[src/rtl/letter_decode_fifo.sv]
// One-hot letter decoder feeding a DEPTH-entry FIFO of {err, code} entries.
// Optional saturating invalid-letter counter enabled by defining LETTER_ERRCNT_EN.
module letter_decode_fifo #(
  parameter int DEPTH = 4
) (
  input  logic                     clock,
  input  logic                     reset,
  input  logic [25:0]              in_letter,
  input  logic                     in_valid,
  output logic                     in_ready,
  output logic [4:0]               out_code,
  output logic                     out_err,
  output logic                     out_valid,
  input  logic                     out_ready,
  output logic [$clog2(DEPTH):0]   count,
  output logic [7:0]               err_count
);

  localparam int AW = $clog2(DEPTH);
  localparam int CW = AW + 1;
  localparam logic [CW-1:0] FULL_CNT = CW'(DEPTH);

  // Handshake: a transfer happens on a rising edge when valid && ready on that side.
  logic [5:0]    mem_q [DEPTH];
  logic [AW-1:0] wptr_q;
  logic [AW-1:0] rptr_q;
  logic [CW-1:0] count_q;
  logic [CW-1:0] count_d;
  logic          full;
  logic          empty;
  logic          push;
  logic          pop;
  logic          letter_ok;
  logic [4:0]    letter_code;
  logic [5:0]    entry_d;
  logic [5:0]    head;

  // Exactly one bit set: non-zero and clearing the lowest set bit leaves nothing.
  always_comb begin
    letter_ok   = (in_letter != '0) && ((in_letter & (in_letter - 26'd1)) == '0);
    letter_code = '0;
    for (int i = 0; i < 26; i++) begin
      if (in_letter[i]) letter_code = letter_code | 5'(i);
    end
    entry_d = letter_ok ? {1'b0, letter_code} : 6'b100000;
  end

  assign full  = (count_q == FULL_CNT);
  assign empty = (count_q == '0);
  // A full FIFO refuses input even when the head leaves on the same edge.
  assign push  = in_valid && !full;
  assign pop   = out_ready && !empty;

  always_comb begin
    count_d = count_q;
    case ({push, pop})
      2'b10:   count_d = count_q + 1'b1;
      2'b01:   count_d = count_q - 1'b1;
      default: count_d = count_q;
    endcase
  end

  always_ff @(posedge clock or posedge reset) begin
    if (reset) begin
      wptr_q  <= '0;
      rptr_q  <= '0;
      count_q <= '0;
      for (int i = 0; i < DEPTH; i++) mem_q[i] <= '0;
    end else begin
      if (push) begin
        mem_q[wptr_q] <= entry_d;
        wptr_q        <= wptr_q + 1'b1;
      end
      if (pop) rptr_q <= rptr_q + 1'b1;
      count_q <= count_d;
    end
  end

  assign head      = mem_q[rptr_q];
  assign in_ready  = !full;
  assign out_valid = !empty;
  assign out_code  = empty ? 5'd0 : head[4:0];
  assign out_err   = empty ? 1'b0 : head[5];
  assign count     = count_q;

`ifdef LETTER_ERRCNT_EN
  logic [7:0] err_cnt_q;

  always_ff @(posedge clock or posedge reset) begin
    if (reset) begin
      err_cnt_q <= '0;
    end else if (push && !letter_ok && (err_cnt_q != 8'hFF)) begin
      err_cnt_q <= err_cnt_q + 8'd1;
    end
  end

  assign err_count = err_cnt_q;
`else
  assign err_count = '0;
`endif

endmodule

[config.mk]
export PLATFORM = sky130hd
export DESIGN_NAME = letter_decode_fifo
export DESIGN_NICKNAME = d
export VERILOG_FILES = /design/src/rtl/letter_decode_fifo.sv
export SDC_FILE = /design/constraint.sdc
export NUM_CORES = 1
export LEC_CHECK = 0
export ABC_CLOCK_PERIOD_IN_PS = 2800
export CORE_MARGIN = 4
export CORE_UTILIZATION = 52
export CTS_BUF_LIST = sky130_fd_sc_hd__clkbuf_8 sky130_fd_sc_hd__clkbuf_16
export DETAILED_ROUTE_END_ITERATION = 8
export GPL_ROUTABILITY_DRIVEN = 1
export PLACE_DENSITY_LB_ADDON = 0.12
export SYNTH_ARGS = -nofsm -noshare
export SYNTH_HDL_FRONTEND = slang
export SYNTH_SLANG_ARGS = --single-unit
[constraint.sdc]
create_clock -name clock -period 2.8 [get_ports clock]
set_input_delay 0.56 -clock clock [delete_from_list [all_inputs] [get_ports clock]]
set_output_delay 0.56 -clock clock [all_outputs]
set_load 0.01 [all_outputs]
== After elaboration in Yosys (flattened, before gate mapping) ==
Cells that the tools add are included.
Word-level totals
  input bits: 30
  register bits after elaboration: 31
  word-level logic and storage cells: 66
Operators by class
  order comparisons: 3
  equality and inequality tests: 3
  reduce and logical (&&, ||, !) cells: 10
  bitwise operators: 3
  add/sub/neg operators: 5
  multiplexer cells: 35
Operators by type and width (number)
  2-to-1 mux 5 bit: 11
  2-to-1 mux 4 bit: 8
  AND 26 bit: 1
  zero test 26 bit: 1
  nonzero test 26 bit: 1
  subtractor 26 x 1 -> 26 bit, second input constant: 1
  bitwise mux 24 bit: 1
  2-to-1 mux 6 bit: 4
  binary-select mux 6 bit (select 2 bit): 1
  demux 6 bit (select 2 bit): 1
  2-to-1 mux 3 bit: 4
  >= comparator 3 bit, second input constant: 2
  NOT 2 -> 3 bit: 2
  one-hot mux 3 bit (2 select lines): 1
  adder 2 x 1 -> 2 bit, second input constant: 2
  logical AND 1 bit: 4
  2-to-1 mux 2 bit: 2
  adder 3 x 1 -> 3 bit, second input constant: 1
  equality test 3 bit, second input constant: 1
  zero test 3 bit: 1
  less-than comparator 3 x 1 -> 1 bit, second input constant: 1
  subtractor 3 x 1 -> 3 bit, second input constant: 1
  equality test 2 x 1 -> 1 bit, second input constant: 1
  equality test 2 bit, second input constant: 1
  3 further kinds: 5

== Logic depth before layout (Yosys ltp) ==
  depth in word-level cells: 27
  mapped depth: 10
  gate-level depth less buffers: 9

== Least setup slack after synthesis ==
OpenSTA, ideal clock, no wires.
  path type: register to register
  start: reg count_q[0] (netlist: count[0])
  end: reg count_q[2] (netlist: count[2])
  clock period less this slack: 2.397 ns
  data required time: 2.721 ns
  library setup time: 0.079 ns
  stages on the path, launching flop included: 11
  arrival: 2.317 ns
  slack: 0.403 ns
  path through: dfrtp_1 -> or3b_2 -> and2_1 -> clkbuf_1 -> inv_1 -> ha_1 -> inv_1 -> fa_1 -> xor2_1 -> nor2_1 -> xor2_1
On the way
  cells in the longest elaborated chain, start to end: 5
  elaborated cells on any way between the ends: 12
  those cells by class: 2 x add/sub; 3 x eq/ne; 1 x mux; 6 x reduce/logical
RTL lines
  from (decl): RTL line 27  | logic [CW-1:0] count_q;
  from (signal assigned): RTL line 75  | count_q <= count_d;
  equality test 3 bit *: RTL line 48  | assign full = (count_q == FULL_CNT);
  zero test 1 bit *
  named net in_ready: RTL line 10  | output logic in_ready,
  logical AND 1 bit *: RTL line 51  | assign push = in_valid && !full;
  equality test 2 x 1 -> 1 bit / equality test 2 bit (equally long branches): RTL line 56  | case ({push, pop})
  one-hot mux 3 bit (2 select lines) / nonzero test 2 bit (equally long branches)
The timed path passes the listed nets; every way through them passes the cells marked *.
A chain may end at the register's enable or synchronous reset.

== Worst setup path after layout ==
  start: in in_letter[0]
  end: reg mem_q[5] in the netlist's numbering
On the way
  cells in the longest elaborated chain, start to end: 6
  elaborated cells on any way between the ends: 7
  those cells by class: 1 x add/sub; 2 x mux; 1 x bitwise; 3 x reduce/logical
RTL lines
  from (decl): RTL line 8  | input logic [25:0] in_letter,
  subtractor 26 x 1 -> 26 bit: RTL line 40  | letter_ok = (in_letter != '0) && ((in_letter & (in_letter - 26'd1)) == '0);
  AND 26 bit: RTL line 40
  zero test 26 bit: RTL line 40
  logical AND 1 bit *: RTL line 40
  2-to-1 mux 6 bit *: RTL line 45  | entry_d = letter_ok ? {1'b0, letter_code} : 6'b100000;
  bitwise mux 24 bit *: RTL line 71  | mem_q[wptr_q] <= entry_d;
  to (signal, indexed assignment): RTL line 71
  to (decl): RTL line 24  | logic [5:0] mem_q [DEPTH];
Mark *: on every way between the ends. The rest lies on a longest branch, timed or not.

==> results_dict.tcl <==
set metrics [dict create \
    synth_edf_count 0 \
    rsz0062_at_grt "false" \
    swShare_pct 36.1 \
    cts_hold_buf 0 \
    dieWidth_um 75.3 \
    powerDensity_nw_per_um2 488 \
    power_frac_seq_pct 37.8 \
    power_leakage_nw 1.20 \
    final_cell_mix "clkdlybuf4s50_1 (40), buf_4 (33), dfrtp_1 (31)" \
    critPathMaxFanout 24 \
    seq_area_frac_synth_pct 32.9 \
    hold_ws_ps 479 \
    grtUsageTotal_pct 21.9 \
    cts_tree "yes" \
    ys.flop_type "dfrtp_1" \
    diodes 0 \
    placement_rows 24 \
    ant_nets 0 \
    cts_buffers 5 \
    yosys_warnings 0 \
    nFillCells 368 \
    max-cap-violations 0 \
    synth_area_um2 2360 \
    p_clk_share_pct 20.9 \
    final_layout_size_suffix_gt1_share_pct 25.2 \
    core_area_um2 4380 \
    routabilityCongestion 0.983 \
    min_to "mem_q[13]$_DFFE_PP0P_" \
    cts_max_level 2 \
    syn2layout_area_growth_pct 30.5 \
    pin_count 49 \
    min_from "mem_q[13]$_DFFE_PP0P_" \
    p_int_mw 0.960 \
    fin_crit_ps 2680 \
    fin_util_pct 70.2 \
    ys_async_sr_fraction_pct 100 \
    drt-total-wl_um 5680 \
    drc 0 \
    worstMarginPinSlew_ps 497 \
    routedWlPerCell_um 15.2 \
    io_buffers 40 \
    synth_top_area_share_pct 32.9 \
    critPathKind "in2reg" \
    status "finished, final reports clean" \
    setup_ws_ps 121 \
    root_buffer "clkbuf_8" \
    fin_cells 373 \
    vias 2141 \
    syn_avg_cell_area_um2 9.18 \
    place_area_um2 2980 \
    fin_nets 358 \
    grt_pass1_wl_um 9520 \
    cp_cell_sequence "clkdlybuf4s50_1, buf_4, or4_1, o32a_1, a211oi_2, buf_12, nand3_1, a2bb2oi_1" \
    setup_tns_ps 0 \
    cp_slowest_stage_delay_ps 610 \
    reg2reg_from "count[0]$_DFFE_PP0P_" \
    multi_input_area_um2 1410 \
    comb_power_share_pct 41.3 \
    fmax_ghz 0.373 \
    yosysUniqueCellTypes 50 \
    clk_latency_ps 280 \
    worstSetupStartpointType "input port" \
    power.switching_mw 0.543 \
    cp-end-kind "flip-flop" \
    grt_pass1_vias 2137 \
    yosys.area.top_type "dfrtp_1" \
    preCtsSetupSlack_ps -204 \
    arrival_ps 2830 \
    min_path_cells 2 \
    die_h_um 75.3 \
    via_per_inst 5.74 \
    r2r_cells 9 \
    clkSinkCount 31 \
    layout_worst_path_cycle_share_pct 95.7 \
    grt-ovfl-total 0 \
    drtIter0Drc 155 \
    yosys-top-cells-area "dfrtp_1 (33%), o21ai_2 (7.4%), mux4_2 (5.7%)" \
    min_path_type "reg2reg" \
    hold_viol_final 0 \
    cp_slowest_cell "or4_1" \
    die-area_um2 5680 \
    postLayoutCellArea_um2 3080 \
    max_slew_margin_pct 66.8 \
    dr.pass1.iters 4 \
    peakVddDrop_mv 0.293 \
    r2r_setup_slack_ps 390 \
    clk_path_buf_depth 2 \
    start_util_pct 53.8 \
    antenna_found_initial 0 \
    dp.cells 365 \
    grt_max_degree 32 \
    reg2reg_to "count[2]$_DFFE_PP0P_" \
    setup_violations 0 \
    final-seq-area_um2 776 \
    clkSlewWorstSetupHoldPaths_ps 60 \
    ys_ff_latch 31 \
    drv_slew 0 \
    synth_cells 257 \
    crit_required_ps 2950 \
    final_common_cell "clkdlybuf4s50_1" \
    fin_skew_ps 4.61 \
    dp_hpwl_um 4330 \
    power.total_mw 1.50 \
]
==> logic make-up (layout without fill, tap and decap cells) <==
kind of cell               count (synthesis)  after routing  synth area share, %
muxes                                      7              7                 6.15
buffers and inverters                     36             93                 8.91
xor gates and xnor gates                   6              6                 2.23
other                                      1              8                0.159
DFF                                       31             31                 32.9
AOI/OAI and AO/OA                         42             42                 15.3
adders and majority gates                  8              8                 4.35
and+or+nand+nor                          126            126                 30.0
==> power by group through the flow <==
stage | clock [mW] | sequential [mW] | combinational, mW
after global placement | 0 | 0.572 | 0.608
after CTS | 0.317 | 0.568 | 0.627
after detailed placement | 0 | 0.576 | 0.623
after floorplan | 0 | 0.555 | 0.374
final | 0.315 | 0.568 | 0.620
after global routing | 0.334 | 0.576 | 0.688
==> worst max-delay path by stage <==
stage	end	depth (start not counted)	startpoint	slack (ps)
final	mem_q[5]$_DFFE_PP0P_	8	in_letter[0]	120
after floorplan	count[2]$_DFFE_PP0P_	10	count[0]$_DFFE_PP0P_	400
after global placement	mem_q[20]$_DFFE_PP0P_	8	in_letter[0]	-140
after CTS	mem_q[2]$_DFFE_PP0P_	8	in_letter[0]	90
after global routing	mem_q[10]$_DFFE_PP0P_	8	in_letter[3]	7
after detailed placement	mem_q[2]$_DFFE_PP0P_	8	in_letter[0]	-200
==> critical path, delay by kind of cell <==
family | cells | cell delay (ps)
and+or+nand+nor | 2 | 700
buffers and inverters | 3 | 830
AOI/OAI and AO/OA | 3 | 730
==> flip-flops by register name (all words and copies together), names as in the netlist <==
signal,cells
mem_q,24
rptr_q,2
wptr_q,2
count,3
==> metal layers <==
layer	global-route usage (%)	vias up	share of wire [%]	routed length, um
li1	-	1048	-	-
met1	26.5	1018	42	2390
met2	38.6	65	51	2910
met3	4.09	10	4.8	274
met4	7.96	0	1.9	110
met5	0	-	0	0
==> synthesized netlist by cell type, types with 5 or more instances <==
master	instances
nand3_1	25
clkbuf_1	10
and2_1	8
nor2_1	12
buf_4	8
dfrtp_1	31
nor3_1	20
mux4_2	6
a2bb2oi_1	5
o21ai_2	20
nor3b_1	8
ha_1	5
nand2_1	30
inv_1	11
==> cell type report <==
type / instances / area share, %
clock buffer: 5 / 2.24
timing repair buffer: 76 / 23.0
tap: 52 / 2.11
sequential: 31 / 25.2
inverter: 11 / 1.34
multi-input combinational: 197 / 46.0
clock inverter: 1 / 0.122
==> timing repair <==
action	CTS	global route
setup buffers	0	2
resized for setup	0	2
endpoints found under the setup margin	0	20
No activity file was read; power rests on OpenSTA's default activity.
